--- src/rtl/uart_pkg.sv ---
// Shared types and constants for the UART transmit path: FSM states,
// baud-select encodings and parity-type constants.
package uart_pkg;

    typedef enum logic [2:0] {
        ST_IDLE,
        ST_WAIT,
        ST_START,
        ST_DATA,
        ST_PARITY,
        ST_STOP
    } tx_state_t;

    localparam logic [1:0] BAUD_9600 = 2'b00;
    localparam logic [1:0] BAUD_4800 = 2'b01;
    localparam logic [1:0] BAUD_2400 = 2'b10;
    localparam logic [1:0] BAUD_1200 = 2'b11;

    localparam logic PARITY_EVEN = 1'b0;
    localparam logic PARITY_ODD  = 1'b1;

    function automatic logic parity_bit(input logic [7:0] data, input logic odd);
        return (odd == PARITY_EVEN) ? (^data) : ~(^data);
    endfunction

endpackage

--- src/rtl/uart_baud_tick.sv ---
// Rising-edge detector on all four baud square waves plus the rate mux.
// History is kept for every rate so switching the select never fakes an edge.
module uart_baud_tick
    import uart_pkg::*;
(
    input  logic       clk,
    input  logic       rst,
    input  logic       T9600,
    input  logic       T4800,
    input  logic       T2400,
    input  logic       T1200,
    input  logic [1:0] baud_sel,
    output logic       tick
);

    logic [3:0] level;
    logic [3:0] prev;
    logic [3:0] tick_r;

    assign level = {T1200, T2400, T4800, T9600};

    always_ff @(posedge clk) begin
        if (rst) begin
            prev   <= 4'b0000;
            tick_r <= 4'b0000;
        end else begin
            prev   <= level;
            tick_r <= level & ~prev;
        end
    end

    always_comb begin
        tick = 1'b0;
        case (baud_sel)
            BAUD_9600: tick = tick_r[0];
            BAUD_4800: tick = tick_r[1];
            BAUD_2400: tick = tick_r[2];
            BAUD_1200: tick = tick_r[3];
            default:   tick = 1'b0;
        endcase
    end

endmodule

--- src/rtl/uart_tx_serializer.sv ---
// UART transmitter: start bit, 8 data bits LSB first, optional parity, 1 or 2 stop bits.
// One byte in flight; tx_ready is high only in IDLE, so tx_valid is simply held off while busy.
module uart_tx_serializer
    import uart_pkg::*;
#(
    parameter int STOP_BITS = 1
)
(
    input  logic       clk,
    input  logic       rst,
    input  logic       T9600,
    input  logic       T4800,
    input  logic       T2400,
    input  logic       T1200,
    input  logic [1:0] baud_sel,
    input  logic       parity_en,
    input  logic       parity_odd,
    input  logic [7:0] tx_data,
    input  logic       tx_valid,
    output logic       tx_ready,
    output logic       tx,
    output logic       tx_busy
);

    if (STOP_BITS != 1 && STOP_BITS != 2) begin : g_bad_stop_bits
        $error("uart_tx_serializer: STOP_BITS must be 1 or 2");
    end

    localparam logic STOP_LAST = 1'(STOP_BITS - 1);

    tx_state_t  state, state_n;
    logic       tx_q, tx_n;
    logic [2:0] bit_cnt, bit_cnt_n;
    logic       stop_cnt, stop_cnt_n;
    logic [7:0] data_q, data_n;
    logic [1:0] sel_q, sel_n;
    logic       pe_q, pe_n;
    logic       po_q, po_n;
    logic       tick;

    // Ticks follow the select latched at accept, not the live input.
    uart_baud_tick u_baud_tick (
        .clk      (clk),
        .rst      (rst),
        .T9600    (T9600),
        .T4800    (T4800),
        .T2400    (T2400),
        .T1200    (T1200),
        .baud_sel (sel_q),
        .tick     (tick)
    );

    always_ff @(posedge clk) begin
        if (rst) begin
            state    <= ST_IDLE;
            tx_q     <= 1'b1;
            bit_cnt  <= 3'd0;
            stop_cnt <= 1'b0;
            data_q   <= 8'h00;
            sel_q    <= 2'b00;
            pe_q     <= 1'b0;
            po_q     <= 1'b0;
        end else begin
            state    <= state_n;
            tx_q     <= tx_n;
            bit_cnt  <= bit_cnt_n;
            stop_cnt <= stop_cnt_n;
            data_q   <= data_n;
            sel_q    <= sel_n;
            pe_q     <= pe_n;
            po_q     <= po_n;
        end
    end

    always_comb begin
        state_n    = state;
        tx_n       = tx_q;
        bit_cnt_n  = bit_cnt;
        stop_cnt_n = stop_cnt;
        data_n     = data_q;
        sel_n      = sel_q;
        pe_n       = pe_q;
        po_n       = po_q;
        case (state)
            ST_IDLE: begin
                tx_n = 1'b1;
                if (tx_valid) begin
                    data_n  = tx_data;
                    sel_n   = baud_sel;
                    pe_n    = parity_en;
                    po_n    = parity_odd;
                    state_n = ST_WAIT;
                end
            end
            ST_WAIT: begin
                if (tick) begin
                    tx_n    = 1'b0;
                    state_n = ST_START;
                end
            end
            ST_START: begin
                if (tick) begin
                    tx_n      = data_q[0];
                    bit_cnt_n = 3'd0;
                    state_n   = ST_DATA;
                end
            end
            ST_DATA: begin
                if (tick) begin
                    if (bit_cnt != 3'd7) begin
                        bit_cnt_n = bit_cnt + 3'd1;
                        tx_n      = data_q[bit_cnt + 3'd1];
                    end else if (pe_q) begin
                        tx_n    = parity_bit(data_q, po_q);
                        state_n = ST_PARITY;
                    end else begin
                        tx_n       = 1'b1;
                        stop_cnt_n = 1'b0;
                        state_n    = ST_STOP;
                    end
                end
            end
            ST_PARITY: begin
                if (tick) begin
                    tx_n       = 1'b1;
                    stop_cnt_n = 1'b0;
                    state_n    = ST_STOP;
                end
            end
            ST_STOP: begin
                if (tick) begin
                    if (stop_cnt == STOP_LAST) begin
                        state_n = ST_IDLE;
                    end else begin
                        stop_cnt_n = stop_cnt + 1'b1;
                    end
                end
            end
            default: begin
                tx_n    = 1'b1;
                state_n = ST_IDLE;
            end
        endcase
    end

    assign tx       = tx_q;
    assign tx_ready = (state == ST_IDLE);
    assign tx_busy  = ~tx_ready;

endmodule
--- config.mk ---
export PLATFORM = sky130hd
export DESIGN_NAME = uart_tx_serializer
export DESIGN_NICKNAME = d
export VERILOG_FILES = /design/src/rtl/uart_pkg.sv /design/src/rtl/uart_baud_tick.sv /design/src/rtl/uart_tx_serializer.sv
export SDC_FILE = /design/constraint.sdc
export NUM_CORES = 1
export LEC_CHECK = 0
export ABC_CLOCK_PERIOD_IN_PS = 4550
export CORE_ASPECT_RATIO = 0.6
export CORE_MARGIN = 8
export CORE_UTILIZATION = 50
export DETAILED_ROUTE_END_ITERATION = 12
export PLACE_DENSITY_LB_ADDON = 0.15
export SLEW_MARGIN = 20
export SYNTH_ARGS = -nofsm -noshare
export SYNTH_HDL_FRONTEND = slang
export SYNTH_SLANG_ARGS = --single-unit
export TNS_END_PERCENT = 20
--- constraint.sdc ---
create_clock -name clk -period 4.55 [get_ports clk]
set_input_delay 0.455 -clock clk [delete_from_list [all_inputs] [get_ports clk]]
set_output_delay 0.455 -clock clk [all_outputs]
set_load 0.01 [all_outputs]
# Yosys cells after proc, flatten, opt, wreduce, memory -nomap -nowiden
# Index checks and enable logic that the tools add are counted.
[totals] register_bits=28 in_bits=19
[op_classes] addsub=2 n_lt_le_gt_ge=1 eq_ne=19 mux=31 bitwise=5 reduce_logical=10
[ops] cell="3-bit 2-to-1 mux" count=11
[ops] cell="2-bit inequality test (second input constant)" count=10
[ops] cell="3-bit case mux with 6 select lines" count=1
[ops] cell="1-bit 2-to-1 mux" count=14
[ops] cell="8-bit AND reduction" count=1
[ops] cell="8-bit XOR reduction" count=1
[ops] cell="3-bit by 2-bit == test with 1-bit output (second input constant)" count=2
[ops] cell="3-bit == test (second input constant)" count=2
[ops] cell="3-bit case mux with 2 select lines" count=1
[ops] cell="6-bit AND reduction" count=1
[ops] cell="1-bit case mux with 5 select lines" count=1
[ops] cell="5-bit AND reduction" count=1
[ops] cell="4-bit bitwise AND" count=1
[ops] cell="2-bit == test (second input constant)" count=2
[ops] cell="3-bit by 4-bit less-than comparator with 1-bit output (second input constant)" count=1
[ops] cell="4-bit NOT" count=1
[ops] cell="1-bit case mux with 4 select lines" count=1
[ops] cell="4-bit AND reduction" count=1
[ops] cell="3-bit by 1-bit adder with 3-bit output (second input constant)" count=1
[ops] cell="1-bit binary-select mux with 3-bit select" count=1
[ops] cell="3-bit by 1-bit == test with 1-bit output (second input constant)" count=1
[ops] cell="3-bit zero test" count=1
[ops] cell="3-bit inequality test (second input constant)" count=1
[ops] cell="1-bit NOT" count=3
[ops] cell="7 further kinds" count=7

# Depth between registers and ports, before layout
[depth] ltp_word=7 depth_mapped=6 ltp_nobuf=6

# By module
# Synthesis repeated with hierarchy kept, for this count alone.
[hier_totals] cells_unflattened=134 hier_area_um2=1229.9
[modules_own_cells] module="uart_tx_serializer" n_inst=1 cells_each=117 area_each_um2=992.2 seq_area_each_um2=380.4
[modules_own_cells] module="uart_baud_tick" n_inst=1 cells_each=17 area_each_um2=237.7 seq_area_each_um2=160.2

# Worst setup path after synthesis
# Ideal clock, no wire load.
[synth_path] path_kind="register -> register" start="reg bit_cnt[0]" end="reg tx_q, in the netlist tx" setup_ps=133 arrival_time_ps=1904 required_time_ps=4417 path_slack_ps=2514 stages_incl_launch_ff=7 n_path_buf=0 period_less_slack_ps=2036 path_cell_list="dfxtp_1 > ha_1 > ha_1 > mux2_2 > mux4_2 > o2111ai_1 > o211ai_1"
[synth_via] elab_chain_len=6 word_cells_on_any_way=7 cone_classes="add/sub (1); eq/ne (1); mux (5)"
[synth_lines] element="from (decl)" line_no="uart_tx_serializer.sv:33" source="logic [2:0] bit_cnt, bit_cnt_n;"
[synth_lines] element="from (signal assigned)" line_no="uart_tx_serializer.sv:66" source="bit_cnt <= bit_cnt_n;"
[synth_lines] element="3-bit by 1-bit adder with 3-bit output" line_no="uart_tx_serializer.sv:112" source="tx_n = data_q[bit_cnt + 3'd1];"
[synth_lines] element="1-bit binary-select mux with 3-bit select" line_no="uart_tx_serializer.sv:112"
[synth_lines] element="1-bit 2-to-1 mux (implied by the code)" line_no="uart_tx_serializer.sv:112"
[synth_lines] element="1-bit 2-to-1 mux *" line_no="uart_tx_serializer.sv:110" source="if (bit_cnt != 3'd7) begin"
[synth_lines] element="1-bit 2-to-1 mux *" line_no="uart_tx_serializer.sv:109" source="if (tick) begin"
[synth_lines] element="1-bit case mux with 5 select lines *" line_no="uart_tx_serializer.sv:84" source="case (state)"
[synth_lines] element="to (signal assigned)" line_no="uart_tx_serializer.sv:65" source="tx_q <= tx_n;"
[synth_lines] element="to (decl)" line_no="uart_tx_serializer.sv:32" source="logic tx_q, tx_n;"
# Mark *: on every way between the ends. The rest lies on a longest branch, timed or not. The select of a mux whose other input is x is not followed.
# A chain may end at the register's enable or synchronous reset.

# Worst setup path after layout
[layout_path] start="reg state[0]" end="out tx_ready"
[layout_via] elab_chain_len=1
[layout_lines] element="from (decl)" line_no="uart_tx_serializer.sv:31" source="tx_state_t state, state_n;"
[layout_lines] element="from (signal assigned)" line_no="uart_tx_serializer.sv:64" source="state <= state_n;"
[layout_lines] element="3-bit zero test" line_no="uart_tx_serializer.sv:147" source="assign tx_ready = (state == ST_IDLE);"
[layout_lines] element="to (decl)" line_no="uart_tx_serializer.sv:20" source="output logic tx_ready,"
# No other way between the ends.

==> reports/qor.yml <==
syn_nets: 160
critical_path.top_delay_family: "buffers and inverters"
peakVddDrop_mv: 0.214
place_congestion: 0.797
drc: 0
core_area_um2: 2430
start_util_pct: 51.4
drt_wl_total_um: 2580
dieHeight_um: 54.8
period_minus_slack_ps: 2230
slowest_delay_ps: 630
ctsResizeCount: 0
cp-start-kind: "register"
setup_violations: 0
slowest_stage: "clkdlybuf4s50_1"
crit_type: "reg2out"
syn_area_um2: 1250
drive_above_1_share_pct: 8.92
max_freq_mhz: 448
synth_top_area_share_pct: 43.2
hold_viol_final: 0
holdWs_ps: 385
run_status: "completed"
antenna_found_initial: 0
post_drt_via_cell_ratio: 5.27
post_drt_wl_per_cell_um: 13.6
switchingPower_w: 0.000121
yosys_warnings: 0
vias: 996
clock_skew_ps: 3.39
yosysTopAreaCell: "dfxtp_1"
dpl.cell_count: 185
overflow: 0
num_rows: 14
cap_violations: 0
rsz0062_at_grt: "no"
holdBufCountCts: 0
end_kind: "primary output"
htree_levels: 1
crit_fanout: 14
clkLatencyLatePin_ps: 270
crit_buf_inv: 1
dp_slack_ps: 2380
worst_slack_ps: 2320
ys_top_cells_by_area: "dfxtp_1, nand2_1, a21oi_1"
top_level_ports: 22
swShare_pct: 25.0
grt_pass1_vias: 1023
fin_nets: 179
path_clk_slew_ps: 90
postCtsSetupRepairBufs: 0
cts_buffers: 3
io_buffer_count: 21
grt_first_pass_wirelength_um: 4610
comb_power_share_pct: 17.7
crit_arrival_ps: 1780
p_int_w: 0.000363
clk_path_buf_depth: 2
drv_slew: 0
drt_first_pass_iters: 4
ant_nets: 0
die_area_um2: 4410
area_delta_synth_final_pct: 21.0
leakage_nw: 0.579
cts-root-buf: "clkbuf_8"
required_ps: 4090
drt_iter0_drc: 68
fin_cells: 189
maxSlewHeadroom_pct: 39.2
hold_class: "reg2reg"
yosysSeqAreaShare_pct: 43.2
min_period_over_period_pct: 49.0
grt_usage_pct: 13.4
syn_avg_cell_area_um2: 9.00
tns_ps: 0
die_w_um: 80.6
tightest_slew_ps: 909
clockPowerShare_pct: 27.8
netlist_instances: 139
ys_ff_latch: 27
antenna_cells: 0
clkSinkCount: 27
place_hpwl_um: 1890
p_per_area_nw_per_um2: 319
crit_chain: "nor3_1 -> clkdlybuf4s50_1"
power_frac_seq_pct: 54.5
cts_tree: "done"
yosysUniqueCellTypes: 35
grt_max_degree: 25
cell usage in the layout (no fill, tap or decap), types with 2 or more instances in the layout:
master	instances
nand2_1	30
dfxtp_1	27
clkdlybuf4s50_1	21
a21oi_1	19
nor2b_1	9
nor2_1	5
mux2_2	5
inv_1	4
or3_1	3
clkbuf_8	3
mux4_2	2
nand3_1	2
nand2b_1	2
xnor2_1	2
mux2i_1	2
ha_1	2
cell type report:
type | instances | area [µm²]
well taps | 32 | 40.0
multi-input cells | 101 | 659
inverters | 4 | 15.0
fillers | 202 | 921
clock buffers | 3 | 41.3
repair buffers | 21 | 210
flip-flops and latches | 27 | 541
clock inverters | 1 | 7.51
worst reg2reg max path, delay by kind of cell, from the launching register on:
kind                       cells  cell delay, ps
AOI/OAI and AO/OA              2             290
muxes                          2             830
adders and majority gates      2             580
DFF                            1             360
per-stage QoR:
step	instance area [µm²]	power, W	util, %
after floorplan	1250	0.000321	-
after global placement	1470	0.000351	60.2
after detailed placement	1470	0.000354	60.2
after CTS	1510	0.000487	62.2
after global routing	1510	0.000508	62.2
final	1510	0.000484	62.2
metal layers:
| layer | wire length, µm | GRT usage [%] | up-vias |
|---|---|---|---|
| li1 | - | - | 512 |
| met1 | 1270 | 16.3 | 449 |
| met2 | 1160 | 22.4 | 31 |
| met3 | 113 | 3.77 | 4 |
| met4 | 37 | 5.39 | 0 |
| met5 | 0 | 0 | - |
final timing paths:
path | slack [ps] | to | from | depth (start not counted)
worst max-delay path | 2320 | tx_ready | state[0]$_SDFFE_PP0P_ | 2
worst min-delay path | 380 | u_baud_tick.tick_r[2]$_SDFF_PP0_ | u_baud_tick.prev[2]$_SDFF_PP0_ | 1
worst max register to register | 2370 | tx$_SDFFE_PP1P_ | bit_cnt[0]$_SDFFE_PP0P_ | 6
worst min register to register | 380 | u_baud_tick.tick_r[2]$_SDFF_PP0_ | u_baud_tick.prev[2]$_SDFF_PP0_ | 1
kinds of logic after synthesis:
| group | Yosys count | share of synthesized area (%) |
|---|---|---|
| xor+xnor | 5 | 5.80 |
| compound gates | 29 | 14.4 |
| flops | 27 | 43.2 |
| mux | 9 | 9.70 |
| buf+inv | 11 | 4.10 |
| simple gates | 56 | 20.8 |
| fa+ha+maj | 2 | 2.00 |
power by group through the flow:
stage | Combinational [W] | Sequential, W | Clock, W
after floorplan | 0.0000575 | 0.000264 | 0
after global placement | 0.0000820 | 0.000269 | 0
after detailed placement | 0.0000849 | 0.000269 | 0
after CTS | 0.0000860 | 0.000263 | 0.000138
after global routing | 0.0000943 | 0.000266 | 0.000148
final | 0.0000857 | 0.000263 | 0.000134
registers in the layout, summed over array words and instances (netlist names):
name and flops:
state 3, data_q 8, bit_cnt 3, po_q 1, sel_q 2, u_baud_tick.prev 4, pe_q 1, u_baud_tick.tick_r 4
tx 1
cells in the mapped netlist:
cell	instances
a2111oi_2	1
a21oi_1	19
a22oi_1	1
a31oi_1	1
and2_1	1
and3_1	1
and3_2	1
buf_2	2
buf_6	1
clkbuf_1	4
dfxtp_1	27
ha_1	2
inv_1	4
mux2_2	5
mux2i_1	2
mux4_2	2
nand2_1	30
nand2b_1	2
nand3_1	2
nor2_1	5
nor2b_1	9
nor3_1	1
o2111ai_1	1
o211ai_1	1
o21a_1	1
o21ai_0	1
o21ba_1	1
o2bb2ai_1	1
o32ai_1	1
or2_2	1
or3_1	3
xnor2_1	2
xnor3_1	1
xor2_1	1
xor3_1	1
No activity file was read; power rests on OpenSTA's default activity.
